**config.mk**
```make
export PLATFORM = sky130hd
export DESIGN_NAME = l2_flush_ctrl
export DESIGN_NICKNAME = d
export VERILOG_FILES = /design/src/rtl/l2_flush_ctrl.sv
export SDC_FILE = /design/constraint.sdc
export NUM_CORES = 1
export LEC_CHECK = 0
export ABC_AREA = 1
export ABC_CLOCK_PERIOD_IN_PS = 1900
export CELL_PAD_IN_SITES_DETAIL_PLACEMENT = 0
export CELL_PAD_IN_SITES_GLOBAL_PLACEMENT = 1
export CORE_ASPECT_RATIO = 0.9
export CORE_UTILIZATION = 44
export DETAILED_ROUTE_END_ITERATION = 7
export DONT_BUFFER_PORTS = 1
export GPL_TIMING_DRIVEN = 0
export PLACE_DENSITY = 0.84
export SYNTH_ARGS = -nofsm -noshare
export SYNTH_HDL_FRONTEND = slang
export SYNTH_SLANG_ARGS = --single-unit
export TNS_END_PERCENT = 30
```
**constraint.sdc**
```tcl
create_clock -name clk -period 1.9 [get_ports clk]
set_input_delay 0.38 -clock clk [delete_from_list [all_inputs] [get_ports clk]]
set_output_delay 0.38 -clock clk [all_outputs]
set_load 0.005 [all_outputs]
```
**src/rtl/l2_flush_ctrl.sv**
```systemverilog
// L2 flush walker: reads every set/way tag, issues evictions for valid lines,
// bounds in-flight evictions and drains them before signalling completion.
module l2_flush_ctrl #(
  parameter int L2_SETS = 256,
  parameter int L2_WAYS = 8,
  parameter int N_REQS  = 4,
  localparam int SW = $clog2(L2_SETS),
  localparam int WW = $clog2(L2_WAYS),
  localparam int OW = $clog2(N_REQS) + 1
) (
  input  logic          clk,
  input  logic          rst,
  input  logic          flush_req,
  output logic          flush_busy,
  output logic          flush_done,
  output logic          rd_valid,
  output logic [SW-1:0] rd_set,
  output logic [WW-1:0] rd_way,
  input  logic          line_valid,
  input  logic          line_dirty,
  output logic          evict_valid,
  input  logic          evict_ready,
  output logic [SW-1:0] evict_set,
  output logic [WW-1:0] evict_way,
  output logic          evict_dirty,
  input  logic          req_done,
  output logic [OW-1:0] outstanding
);

  typedef enum logic [2:0] {
    IDLE,
    READ,
    CHECK,
    ISSUE,
    DRAIN,
    DONE
  } state_e;

  localparam logic [SW:0]   LSET = (SW+1)'(L2_SETS - 1);
  localparam logic [WW-1:0] LWAY = WW'(L2_WAYS - 1);
  localparam logic [OW-1:0] NMAX = OW'(N_REQS);

  state_e        state_q, state_d;
  logic [SW:0]   set_q, set_d;
  logic [WW-1:0] way_q, way_d;
  logic [OW-1:0] out_q, out_d;
  logic          dirty_q, dirty_d;
  logic          rdv_q, evv_q, done_q, busy_q;
  logic [SW-1:0] aset_q;
  logic [WW-1:0] away_q;
  logic          accept, retire, adv, last;

  assign accept = evv_q & evict_ready;
  assign retire = req_done & (out_q != '0);
  assign last   = (set_q == LSET) && (way_q == LWAY);

  always_comb begin
    state_d = state_q;
    set_d   = set_q;
    way_d   = way_q;
    dirty_d = dirty_q;
    out_d   = out_q;
    adv     = 1'b0;
    unique case (state_q)
      IDLE: begin
        if (flush_req) begin
          set_d   = '0;
          way_d   = '0;
          state_d = READ;
        end
      end
      READ:  state_d = CHECK;
      CHECK: begin
        if (line_valid) begin
          dirty_d = line_dirty;
          state_d = ISSUE;
        end else begin
          adv = 1'b1;
        end
      end
      ISSUE: adv = accept;
      DRAIN: if (out_q == '0) state_d = DONE;
      DONE:  state_d = IDLE;
      default: state_d = IDLE;
    endcase
    if (adv) begin
      if (way_q == LWAY) begin
        way_d = '0;
        set_d = set_q + 1'b1;
      end else begin
        way_d = way_q + 1'b1;
      end
      state_d = last ? DRAIN : READ;
    end
    if (accept && !retire) begin
      out_d = out_q + 1'b1;
    end else if (!accept && retire) begin
      out_d = out_q - 1'b1;
    end
  end

  // Outputs are flops loaded from next-state so they line up with state_q.
  always_ff @(posedge clk or posedge rst) begin
    if (rst) begin
      state_q <= IDLE;
      set_q   <= '0;
      way_q   <= '0;
      out_q   <= '0;
      dirty_q <= 1'b0;
      rdv_q   <= 1'b0;
      evv_q   <= 1'b0;
      done_q  <= 1'b0;
      busy_q  <= 1'b0;
      aset_q  <= '0;
      away_q  <= '0;
    end else begin
      state_q <= state_d;
      set_q   <= set_d;
      way_q   <= way_d;
      out_q   <= out_d;
      dirty_q <= dirty_d;
      rdv_q   <= (state_d == READ);
      evv_q   <= (state_d == ISSUE) && (out_d < NMAX);
      done_q  <= (state_d == DONE);
      busy_q  <= (state_d != IDLE);
      aset_q  <= set_d[SW-1:0];
      away_q  <= way_d;
    end
  end

  assign flush_busy  = busy_q;
  assign flush_done  = done_q;
  assign rd_valid    = rdv_q;
  assign rd_set      = aset_q;
  assign rd_way      = away_q;
  assign evict_valid = evv_q;
  assign evict_set   = aset_q;
  assign evict_way   = away_q;
  assign evict_dirty = dirty_q;
  assign outstanding = out_q;

endmodule

```
Word level (Yosys, flattened, before mapping)
Index checks and enable logic that the tools add are counted.
{"block": "op_classes", "magnitude_cmp": 1, "eq_ne": 9, "n_addsub": 4, "reduce_logical": 14, "n_mux": 18, "bitwise": 2}
{"op": "9-bit 2-to-1 mux", "n": 4}
{"op": "3-bit 2-to-1 mux", "n": 11}
{"op": "3-bit case mux with 5 select lines", "n": 1}
{"op": "9-bit by 1-bit adder with 9-bit output, second input constant", "n": 1}
{"op": "3-bit by 2-bit == test with 1-bit output, second input constant", "n": 3}
{"op": "3-bit == test, second input constant", "n": 3}
{"op": "9-bit by 8-bit == test with 1-bit output, second input constant", "n": 1}
{"op": "3-bit by 1-bit adder with 3-bit output, second input constant", "n": 2}
{"op": "3-bit by 1-bit == test with 1-bit output, second input constant", "n": 2}
{"op": "3-bit zero test", "n": 2}
{"op": "3-bit nonzero test", "n": 2}
{"op": "1-bit logical AND", "n": 4}
{"op": "2-bit AND reduction", "n": 2}
{"op": "2-bit nonzero test", "n": 2}
{"op": "3-bit less-than comparator, second input constant", "n": 1}
{"op": "3-bit by 1-bit subtractor with 3-bit output, second input constant", "n": 1}
{"op": "1-bit bitwise AND", "n": 2}
{"op": "1-bit zero test", "n": 2}
{"op": "1-bit case mux with 2 select lines", "n": 1}
{"op": "1-bit 2-to-1 mux", "n": 1}
{"block": "totals", "register_bits": 31, "elab_cells": 58, "out_inout_bits": 30, "in_bits": 7}

Longest topological paths before layout
Gate-level depths: netlist (run 1).
{"block": "logic_depth", "ltp_word": 7, "ltp_mapped": 12, "depth_no_buf": 12}

Least setup slack after synthesis (run 1)
No wires, ideal clock.
{"block": "synth_timing", "kind": "reg2reg", "from": "register out_q[0], in the netlist outstanding[0]", "to": "register evv_q, in the netlist evict_valid", "n_path_buf": 0, "setup_time_ns": 0.118, "synth_period_minus_slack_ns": 1.524, "path_slack_ns": 0.376, "required_time_ns": 1.782, "path_stages_with_launch": 12, "t_arrival_ns": 1.406, "path_cell_list": "dfrtp_1 inv_1 ha_1 nand2_1 nand2_1 ha_1 inv_1 nand2_1 o21ai_0 nand2_1 nand3_1 nor2_1"}
{"block": "synth_between", "elab_chain_cells": 7, "elab_cells_between_ends": 16, "cone_classes": "2 x add/sub; 1 x order compare; 1 x eq/ne; 5 x mux; 1 x bitwise; 6 x reduce/logical"}
{"item": "start, declared", "line": "46", "source": "logic [OW-1:0] out_q, out_d;"}
{"item": "start signal, assigned", "line": "120", "source": "out_q <= out_d;"}
{"item": "branches (longest 6 deep; another with 3-bit by 1-bit subtractor with 3-bit output)"}
{"item": "1-bit logical AND (*)", "line": "123", "source": "evv_q <= (state_d == ISSUE) && (out_d < NMAX);"}
{"item": "end signal, assigned", "line": "123"}
{"item": "end, declared", "line": "48", "source": "logic rdv_q, evv_q, done_q, busy_q;"}
Every way passes the cells marked *.
A chain may end at the register's enable or synchronous reset.

==> results of run 1 <==
-- where the power goes --
| group | leakage, nW | internal [mW] | switching, mW |
|---|---|---|---|
| sequential | 0.296 | 0.631 | 0.150 |
| clock | 0.0255 | 0.147 | 0.163 |
| combinational | 0.555 | 0.324 | 0.463 |
-- final cells by class --
cell class / instances / area [µm²] / share of cell area (%)
well taps: 42 / 52.6 / 3.31
plain buffers: 21 / 158 / 9.94
repair buffers: 2 / 15.0 / 0.947
clock inverters: 1 / 5.00 / 0.316
inverters: 24 / 90.1 / 5.68
flip-flops and latches: 23 / 577 / 36.4
multi-input cells: 125 / 647 / 40.8
clock buffers: 3 / 41.3 / 2.60
-- path summary, 6_finish.rpt --
path | to | slack, ns | startpoint | cells past startpoint
worst max-delay path | set_q[8] | 0.16 | evict_way[0] | 6
worst min-delay path | evict_dirty | 0.19 | rst | 1
worst max register to register | set_q[8] | 0.16 | evict_way[0] | 6
worst min register to register | set_q[8] | 0.52 | set_q[8] | 2
max in group asynchronous | evict_set[0] | 1.10 | rst | 1
min in group clk | evict_dirty | 0.23 | line_dirty | 2
-- metrics by stage --
stage	setup TNS [ns]	std cells	util, %	worst slack (ns)
2_1_floorplan	0	193	-	0.376
3_3_place_gp	0	235	48.9	0.177
3_5_place_dp	0	235	48.9	0.173
4_1_cts	0	239	50.4	0.158
5_1_grt	-0.00441	241	50.9	-0.00441
6_report	0	241	50.9	0.158
-- layout by cell type, fill, tap and decap left out, types with 3 or more instances in the layout --
cell,instances
a21oi_1,5
buf_4,21
clkbuf_8,3
dfrtp_1,22
ha_1,9
inv_1,21
inv_2,3
nand2_1,58
nand3_1,16
nor2_1,11
o21ai_0,9
-- state kept, by name, indices dropped and copies added (netlist names) --
| name | count |
|---|---|
| evict_set | 7 |
| evict_way | 3 |
| outstanding | 3 |
| state_q | 3 |
| set_q | 2 |
| evict_dirty | 1 |
| evict_valid | 1 |
| flush_busy | 1 |
| flush_done | 1 |
| rd_valid | 1 |
-- metal layers --
| layer | GRT usage (%) | routed length (µm) | vias to the layer above |
|---|---|---|---|
| met5 | 0 | 0 | - |
| met1 | 24.5 | 1410 | 566 |
| li1 | - | - | 601 |
| met2 | 27.6 | 1300 | 32 |
| met3 | 4.07 | 124 | 2 |
| met4 | 6.31 | 17 | 0 |
-- cells by family (layout without fill, tap and decap cells) --
logic type                 count (synthesis)  count (layout)  synth area share, %
and+or+nand+nor                           94              94                 27.6
xor gates and xnor gates                   3               3                 1.79
adders and majority gates                  9               9                 7.66
DFF                                       23              23                 39.1
AOI/OAI and AO/OA                         19              19                 6.98
buffers and inverters                     45              51                 16.9
-- cells in the mapped netlist, drive strengths merged --
| cell type | count |
|---|---|
| inv | 24 |
| nand2 | 59 |
| xnor2 | 1 |
| clkbuf | 1 |
| xor2 | 2 |
| dfrtp | 23 |
| a21oi | 5 |
| nand3b | 2 |
| a31oi | 2 |
| nor2 | 13 |
| o21ai | 10 |
| a22oi | 1 |
| buf | 20 |
| ha | 9 |
| o211ai | 1 |
| nand4 | 2 |
| nand3 | 18 |
-- timing repair --
| item | 4_1_cts | 5_1_grt |
|---|---|---|
| buffers inserted | 0 | 2 |
| setup endpoints to repair | 0 | 5 |
| resized for setup | 0 | 2 |
==> impl_metrics.csv, run 1 <==
group,metric,value,unit
outcome,status,"finished clean",
worst_setup_path,worst_setup_path_start_kind,"flip-flop",
clock_network,cts_max_level,1,
synthesis,yosysUniqueCellTypes,23,
sta,period_share,91.7,%
route,wl,2850,µm
clock_network,cts_tree,"yes",
sta,slew_violations,0,
grt,grt_usage,17.9,%
worst_hold_path,hp-class,"primary input to async pin",
finish,n_antenna_cell,0,
worst_setup_path,slowest_delay,0.45,ns
floorplanning,die_area,3580,µm²
sta,setup_viol,0,
sta,clock_skew,0.00149,ns
synthesis,yosysWarnings,0,
finish,num-fill-cells,298,
floorplanning,start_util,47.2,%
worst_setup_path,path_cells,"ha_1 -> ha_1 -> clkbuf_1 -> nand2_1 -> nand3_1 -> o21ai_0",
power,peakVddDrop,0.552,mV
clock_network,path_clk_slew,0.08,ns
synthesis,yosys.area.top_type,"dfrtp_1",
finish,syn_to_final_growth,7.83,%
finish,finalNetCount,216,
grt,grt_overflow,0,
synthesis,syn_nets,209,
clock_network,cts.path.max_buffers,2,
worst_setup_path,crit_buf_inv,1,
worst_setup_path,crit_path_frequent_cell,"ha_1",
worst_setup_path,cpMaxStageDelayCell,"dfrtp_1",
floorplanning,dieHeight,56.8,µm
clock_network,clock-sinks,23,
sta,period_minus_slack,1.74,ns
synthesis,avgSynthCellArea,7.62,µm²
route,drc,0,
grt,grt_max_degree,24,
worst_setup_path,cp_data_arrival_time,1.89,ns
sta,rsz0062_at_grt,"true",
synthesis,synth-seq-cells,23,
grt,grt_pass1_wl,4950,µm
synthesis,synth_area,1470,µm²
finish,layout-drive-gt1-share,17.6,%
clock_network,clk_latency,0.26,ns
place,portBuffers,0,
power,power,1.88,mW
sta,max_clock_freq,0.574,GHz
synthesis,synth.area.top_cells,"dfrtp_1 (39%), nand2_1 (15%), buf_4 (9.7%), ha_1 (7.7%), inv_1 (5.6%)",
synthesis,synth_cells,193,
route,drt_first_pass_iters,4,
grt,antenna_found_initial,0,
power,power_density,1180,nW/µm²
worst_setup_path,critPathKind,"flip-flop to flip-flop",
sta,tightest_slew,0.896,ns
floorplanning,ioPinCount,37,
route,vias_per_cell,4.98,
clock_network,ctsHoldBuffers,0,
finish,fin_area,1590,µm²
synthesis,yosysTopAreaCellShare,39.1,%
sta,hold_slack,0.189,ns
synthesis,yosysSeqAreaShare,39.1,%
place,gp_congestion,0.807,
sta,hold_viol_final,0,
route,drt_iter0_markers,42,
power,leakage,0.877,nW
worst_setup_path,cp_max_fo,10,
route,ant_nets,0,
run,max_cap_violations,0,
route,num_vias,1201,
clock_network,cts_buffers,3,
floorplanning,die_w,62.9,µm
worst_setup_path,cp_top_family,"flip-flops",
worst_setup_path,cp-end-kind,"flip-flop",
route,routedWlPerCell,11.8,µm
sta,slew_headroom,40.2,%
clock_network,clock-root-buffer,"clkbuf_8",
place,hpwl,2100,µm
grt,grt_pass1_vias,1123,
place,placed_cell_area,1520,µm²
floorplanning,fp.coreArea,3110,µm²
worst_setup_path,cp.required,2.05,ns
floorplanning,rows,19,
Power figures use the tool's default switching activity.
==> inputs of run 2 (changes only) <==
--- a/config.mk
+++ b/config.mk
@@ -6,15 +6,17 @@
 export NUM_CORES = 1
 export LEC_CHECK = 0
 export ABC_AREA = 1
-export ABC_CLOCK_PERIOD_IN_PS = 1900
+export ABC_CLOCK_PERIOD_IN_PS = 1500
+export CAP_MARGIN = 20
 export CELL_PAD_IN_SITES_DETAIL_PLACEMENT = 0
 export CELL_PAD_IN_SITES_GLOBAL_PLACEMENT = 1
 export CORE_ASPECT_RATIO = 0.9
-export CORE_UTILIZATION = 44
+export CORE_UTILIZATION = 40
 export DETAILED_ROUTE_END_ITERATION = 7
 export DONT_BUFFER_PORTS = 1
 export GPL_TIMING_DRIVEN = 0
-export PLACE_DENSITY = 0.84
+export PLACE_DENSITY = 0.81
+export SKIP_LAST_GASP = 1
 export SYNTH_ARGS = -nofsm -noshare
 export SYNTH_HDL_FRONTEND = slang
 export SYNTH_SLANG_ARGS = --single-unit
==> constraint.sdc (replaced) <==
create_clock -name clk -period 1.5 [get_ports clk]
set_input_delay 0.3 -clock clk [delete_from_list [all_inputs] [get_ports clk]]
set_output_delay 0.3 -clock clk [all_outputs]
set_load 0.005 [all_outputs]
==> run 2 against run 1 <==
  * The flow now finishes with violations (negative setup slack)
  * Die area up 9.7%
  * Sequential cell count unchanged
  * Wire length up 17%
  * Combinational power up 75%
  * Core utilization up 2.1 points
  * Count of clock-buffer cells in the layout up 1
  * Critical path depth up 4
  * Fmax up 14%
  * Via count up 6.1%
==> impl_metrics.csv, run 2 (synthesized netlist as in run 1, its figures left out) <==
group,metric,value,unit
outcome,status,"complete, but fails checks",
outcome,violations,"negative setup slack",
sta,worst_slack,-0.0303,ns
sta,hold_slack,0.115,ns
finish,stdcell_count,258,
grt,antenna_found_initial,0,
finish,syn_to_final_growth,24.5,%
finish,multi_input_area,769,µm²
worst_setup_path,critPathKind,"flip-flop to flip-flop",
grt,grt_pass1_wl,5140,µm
worst_setup_path,worst_setup_path_start_kind,"flip-flop",
route,drc,0,
finish,fin_area,1830,µm²
clock_network,cts_max_level,1,
finish,final_cell_mix,"nand2_1 (48), buf_4 (36), dfrtp_1 (20)",
route,drt_iter0_markers,45,
worst_hold_path,hp-class,"primary input to async pin",
route,routedWlPerCell,13.0,µm
place,placed_cell_area,1530,µm²
place,hpwl,2200,µm
clock_network,cts.path.max_buffers,2,
worst_setup_path,cp.required,1.66,ns
sta,clock_skew,0.00100,ns
place,placed_cells,237,
power,combPwrFrac,50.1,%
worst_setup_path,reg2reg_to,"evict_set[6]",
grt,use_met1,22.8,%
sta,tightest_slew,0.903,ns
grt,use_met2,29.6,%
floorplanning,ioPinCount,37,
worst_setup_path,reg2regPathDepth,10,
finish,layout-drive-gt1-share,35.5,%
floorplanning,fp.coreArea,3450,µm²
route,drt_first_pass_iters,4,
clock_network,clk_latency,0.26,ns
route,wl,3350,µm
route,ant_nets,0,
power,leakage,0.964,nW
grt,grt_usage,17.6,%
worst_setup_path,r2r_slack,-0.03,ns
floorplanning,die_area,3920,µm²
grt,grt_max_degree,24,
worst_setup_path,setup.worst_path.start,"evict_set[0]",
sta,period_share,102,%
grt,grt_pass1_vias,1157,
power,power_density,1510,nW/µm²
power,peakVddDrop,0.737,mV
power,p_seq_share,36.0,%
route,vias_per_cell,4.94,
grt,use_met3,4.23,%
grt,grt_overflow,0,
worst_setup_path,worstSetupEndpoint,"evict_set[6]",
floorplanning,dieHeight,59.5,µm
sta,hold_viol_final,0,
clock_network,path_clk_slew,0.08,ns
sta,setup-tns-final,-0.0519,ns
worst_setup_path,r2r-start,"evict_set[0]",
clock_network,cts_tree,"yes",
finish,n_antenna_cell,0,
place,gp_congestion,0.878,
finish,ff_latch_area,579,µm²
floorplanning,die_w,65.9,µm
floorplanning,start_util,42.6,%
worst_setup_path,cp-end-kind,"flip-flop",
finish,finalNetCount,231,
clock_network,clock-root-buffer,"clkbuf_8",
sta,slew_headroom,39.7,%
sta,period_minus_slack,1.53,ns
grt,top_usage_layer,"met2",
worst_setup_path,cp_data_arrival_time,1.69,ns
power,pwr-share-clk,14.0,%
power,power_switching_share,40.3,%
clock_network,clock-sinks,23,
run,max_cap_violations,0,
sta,setup_viol,3,
sta,rsz0062_at_grt,"true",
clock_network,ctsHoldBuffers,0,
sta,slew_violations,0,
sta,max_clock_freq,0.653,GHz
finish,fin_util,53.0,%
place,portBuffers,0,
power,p_int,1.64,mW
power,p_switching,1.11,mW
floorplanning,rows,20,
route,num_vias,1274,
finish,largest_reg_flops,7,
finish,num-fill-cells,333,
clock_network,cts_buffers,3,
finish,layout_commonest_cell,"nand2_1",
worst_setup_path,cp_max_fo,2,
run 2: routing by layer:
layer | vias up | wire (µm)
met5 | - | 0
met4 | 0 | 59
met3 | 6 | 153
met2 | 29 | 1610
met1 | 604 | 1530
li1 | 635 | -
run 2: layout make-up:
class,instances,share of cell area (%)
Sequential cell,23,31.6
Tap cell,44,3.01
Buffer,21,8.82
Timing Repair Buffer,17,6.97
Clock buffer,4,2.46
Multi-Input combinational cell,125,42.0
Inverter,24,5.06
run 2: timing repair:
action | in CTS | in global routing
resized for setup | 19 | 22
hold endpoints to repair | 0 | 0
pin swaps | 10 | 17
setup endpoints to repair | 17 | 16
setup buffers | 9 | 8
run 2: worst max-delay path, cell delays in order (launching register included):
cell and delay [ns]:
dfrtp_1 0.40, ha_4 0.17, nand2_4 0.06, nor2_4 0.11
nand2_2 0.07, buf_4 0.13, buf_4 0.12, buf_4 0.12
buf_4 0.13, nor2_2 0.09, a21oi_1 0.04
run 2: power groups by stage:
stage               Clock, mW  Combinational (mW)  Sequential, mW
global route            0.418                1.57            1.02
floorplan                   0               0.825           0.951
detailed placement          0                1.00            1.00
global placement            0               0.971           0.988
CTS                     0.402                1.14           0.986
finish                  0.385                1.38           0.991
run 2: worst min path at each step:
stage | cells after the start | slack (ns) | endpoint | startpoint
after CTS | 2 | 0.15 | evict_dirty | line_dirty
after global routing | 2 | 0.17 | evict_dirty | line_dirty
after global placement | 2 | 0.42 | evict_dirty | line_dirty
final | 1 | 0.11 | flush_busy | rst
after detailed placement | 2 | 0.43 | evict_dirty | line_dirty
after floorplan | 1 | 0.30 | evict_dirty | rst
run 2: metrics by stage:
step / worst slack [ns] / total power, mW
floorplan: 0.00130 / 1.78
global placement: -0.204 / 1.96
detailed placement: -0.233 / 2.00
CTS: -0.0650 / 2.53
global route: -0.130 / 3.01
finish: -0.0303 / 2.76
==> inputs of run 3 (changes only) <==
--- a/config.mk
+++ b/config.mk
@@ -11,6 +11,7 @@
 export CELL_PAD_IN_SITES_DETAIL_PLACEMENT = 0
 export CELL_PAD_IN_SITES_GLOBAL_PLACEMENT = 1
 export CORE_ASPECT_RATIO = 0.9
+export CORE_MARGIN = 2
 export CORE_UTILIZATION = 40
 export DETAILED_ROUTE_END_ITERATION = 7
 export DONT_BUFFER_PORTS = 1
==> run 3 against run 2 <==
  * Worst hold slack got worse by 0.015 ns
  * Setup slack improved by 0.0028 ns
  * Wire length fell by 0.87%
  * The run still ends with negative setup slack left
  * Count of clock-buffer cells in the layout did not move
==> impl_metrics.csv, run 3 (synthesized netlist as in run 1, its figures left out) <==
group,metric,value,unit
worst_setup_path,setup.worst_path.start,"evict_set[0]",
finish,final_cell_mix,"nand2_1 (48), buf_4 (30), dfrtp_1 (21)",
route,drc,0,
sta,hold_viol_final,0,
route,routedWlPerCell,13.2,µm
clock_network,clock-root-buffer,"clkbuf_8",
worst_setup_path,reg2reg_to,"evict_set[6]",
worst_setup_path,critPathKind,"flip-flop to flip-flop",
power,power_density,1500,nW/µm²
worst_setup_path,cp_max_fo,2,
power,p_seq_share,37.0,%
route,vias_per_cell,5.01,
grt,grt_pass1_vias,1170,
finish,num-fill-cells,333,
sta,clock_skew,0.00126,ns
grt,grt_max_degree,24,
finish,n_antenna_cell,0,
worst_hold_path,hp-class,"primary input to async pin",
route,num_vias,1262,
route,wl,3320,µm
worst_setup_path,crit_buf_inv,4,
clock_network,clock-sinks,23,
worst_setup_path,cp_top_family,"buffers and inverters",
worst_setup_path,path_cells,"ha_4 -> nand2_4 -> nor2_4 -> buf_4 -> buf_4 -> buf_4 -> buf_4 -> nand2_2 -> nand2_2 -> nand3_2 -> a21oi_2",
grt,antenna_found_initial,0,
place,hpwl,2230,µm
power,combPwrFrac,48.1,%
floorplanning,dieHeight,61.5,µm
clock_network,cts.path.max_buffers,2,
place,placed_cells,237,
worst_setup_path,slowest_delay,0.43,ns
sta,tightest_slew,0.880,ns
floorplanning,die_w,67.9,µm
finish,layout_commonest_cell,"nand2_1",
clock_network,cts_max_level,1,
route,drt_first_pass_iters,4,
run,max_cap_violations,0,
sta,worst_slack,-0.0275,ns
sta,slew_violations,0,
sta,setup_viol,3,
clock_network,ctsHoldBuffers,0,
sta,period_minus_slack,1.53,ns
clock_network,clk_latency,0.27,ns
floorplanning,fp.coreArea,3450,µm²
route,ant_nets,0,
finish,stdcell_count,252,
floorplanning,die_area,4180,µm²
power,power_switching_share,41.8,%
grt,grt_pass1_wl,5350,µm
sta,period_share,102,%
worst_setup_path,r2r_slack,-0.03,ns
floorplanning,rows,20,
power,pwr-share-clk,14.9,%
place,post-place-ws,-0.257,ns
finish,finalNetCount,225,
worst_setup_path,worst_setup_path_start_kind,"flip-flop",
worst_setup_path,crit_path_frequent_cell,"buf_4",
clock_network,path_clk_slew,0.08,ns
worst_setup_path,crit_cells,11,
worst_setup_path,r2r-start,"evict_set[0]",
power,p_switching,1.12,mW
power,peakVddDrop,0.772,mV
finish,largest_reg_flops,7,
outcome,status,"complete, but fails checks",
worst_setup_path,worstSetupEndpoint,"evict_set[6]",
finish,syn_to_final_growth,21.8,%
floorplanning,start_util,42.6,%
sta,rsz0062_at_grt,"true",
clock_network,cts_buffers,3,
worst_setup_path,reg2regPathDepth,11,
place,portBuffers,0,
power,p_int,1.56,mW
grt,grt_usage,17.3,%
floorplanning,ioPinCount,37,
outcome,violations,"negative setup slack",
worst_setup_path,cp-end-kind,"flip-flop",
clock_network,cts_tree,"yes",
sta,slew_headroom,41.3,%
place,gp_congestion,0.871,
sta,max_clock_freq,0.655,GHz
route,drt_iter0_markers,50,
worst_setup_path,cpMaxStageDelayCell,"dfrtp_1",
power,leakage,0.948,nW
worst_setup_path,cp.required,1.66,ns
grt,grt_overflow,0,
finish,layout-drive-gt1-share,34.1,%
worst_setup_path,cp_data_arrival_time,1.69,ns
run 3: layout make-up:
type | count | area, µm² | area share (%)
buffer | 21 | 161 | 9.01
timing repair buffer | 11 | 82.6 | 4.61
sequential | 23 | 578 | 32.3
tap | 44 | 55.1 | 3.07
clock buffer | 4 | 45.0 | 2.52
multi-input combinational | 125 | 776 | 43.3
inverter | 24 | 92.6 | 5.17
run 3: what timing repair did:
item                       in CTS  in global routing
setup endpoints to repair      17                 17
pin swaps                       6                 14
buffers inserted                8                  3
hold endpoints to repair        0                  0
gates resized for setup        10                 31
run 3: power groups by stage:
stage          logic, mW  clock network, mW  registers (mW)
2_1_floorplan      0.825                  0           0.951
3_3_place_gp       0.975                  0           0.990
3_5_place_dp        1.00                  0            1.00
4_1_cts             1.10              0.414           0.989
5_1_grt             1.47              0.443            1.03
6_report            1.29              0.400           0.995
run 3: worst min-delay path by stage:
stage                        endpoint  startpoint  slack [ns]
after floorplan           evict_dirty         rst        0.30
after global placement    evict_dirty  line_dirty        0.42
after detailed placement  evict_dirty  line_dirty        0.43
after CTS                 evict_valid         rst        0.15
after global routing      evict_dirty  line_dirty        0.14
final                      flush_busy         rst         0.1
run 3: metal layers:
| layer | part of all wire [%] | wire length, µm | up-vias | track usage [%] |
|---|---|---|---|---|
| met1 | 44 | 1460 | 596 | 22.6 |
| met4 | 0.90 | 30 | 0 | 4.29 |
| li1 | - | - | 621 | - |
| met3 | 6.8 | 224 | 5 | 4.94 |
| met5 | 0 | 0 | - | 0 |
| met2 | 48 | 1600 | 40 | 28.4 |
run 3: stage by stage:
stage | util, % | TNS, ns | instance area, µm² | hold WS, ns | power [mW]
after floorplan | - | 0 | 1470 | 0.302 | 1.78
after global placement | 44.2 | -1.62 | 1530 | 0.425 | 1.96
after detailed placement | 44.2 | -2.10 | 1530 | 0.428 | 2.01
after CTS | 48.3 | -0.552 | 1670 | 0.146 | 2.51
after global routing | 51.8 | -0.888 | 1790 | 0.140 | 2.94
final | 51.8 | -0.0325 | 1790 | 0.0998 | 2.69
run 3: worst register-to-register path: cells and delay by family, from the launching register on:
family | cells | cell delay (ns)
flip-flops | 1 | 0.43
AND/OR/NAND/NOR | 5 | 0.27
buffers and inverters | 4 | 0.50
adder cells (fa/ha/maj) | 1 | 0.19
AO/OA/AOI/OAI | 1 | 0.05
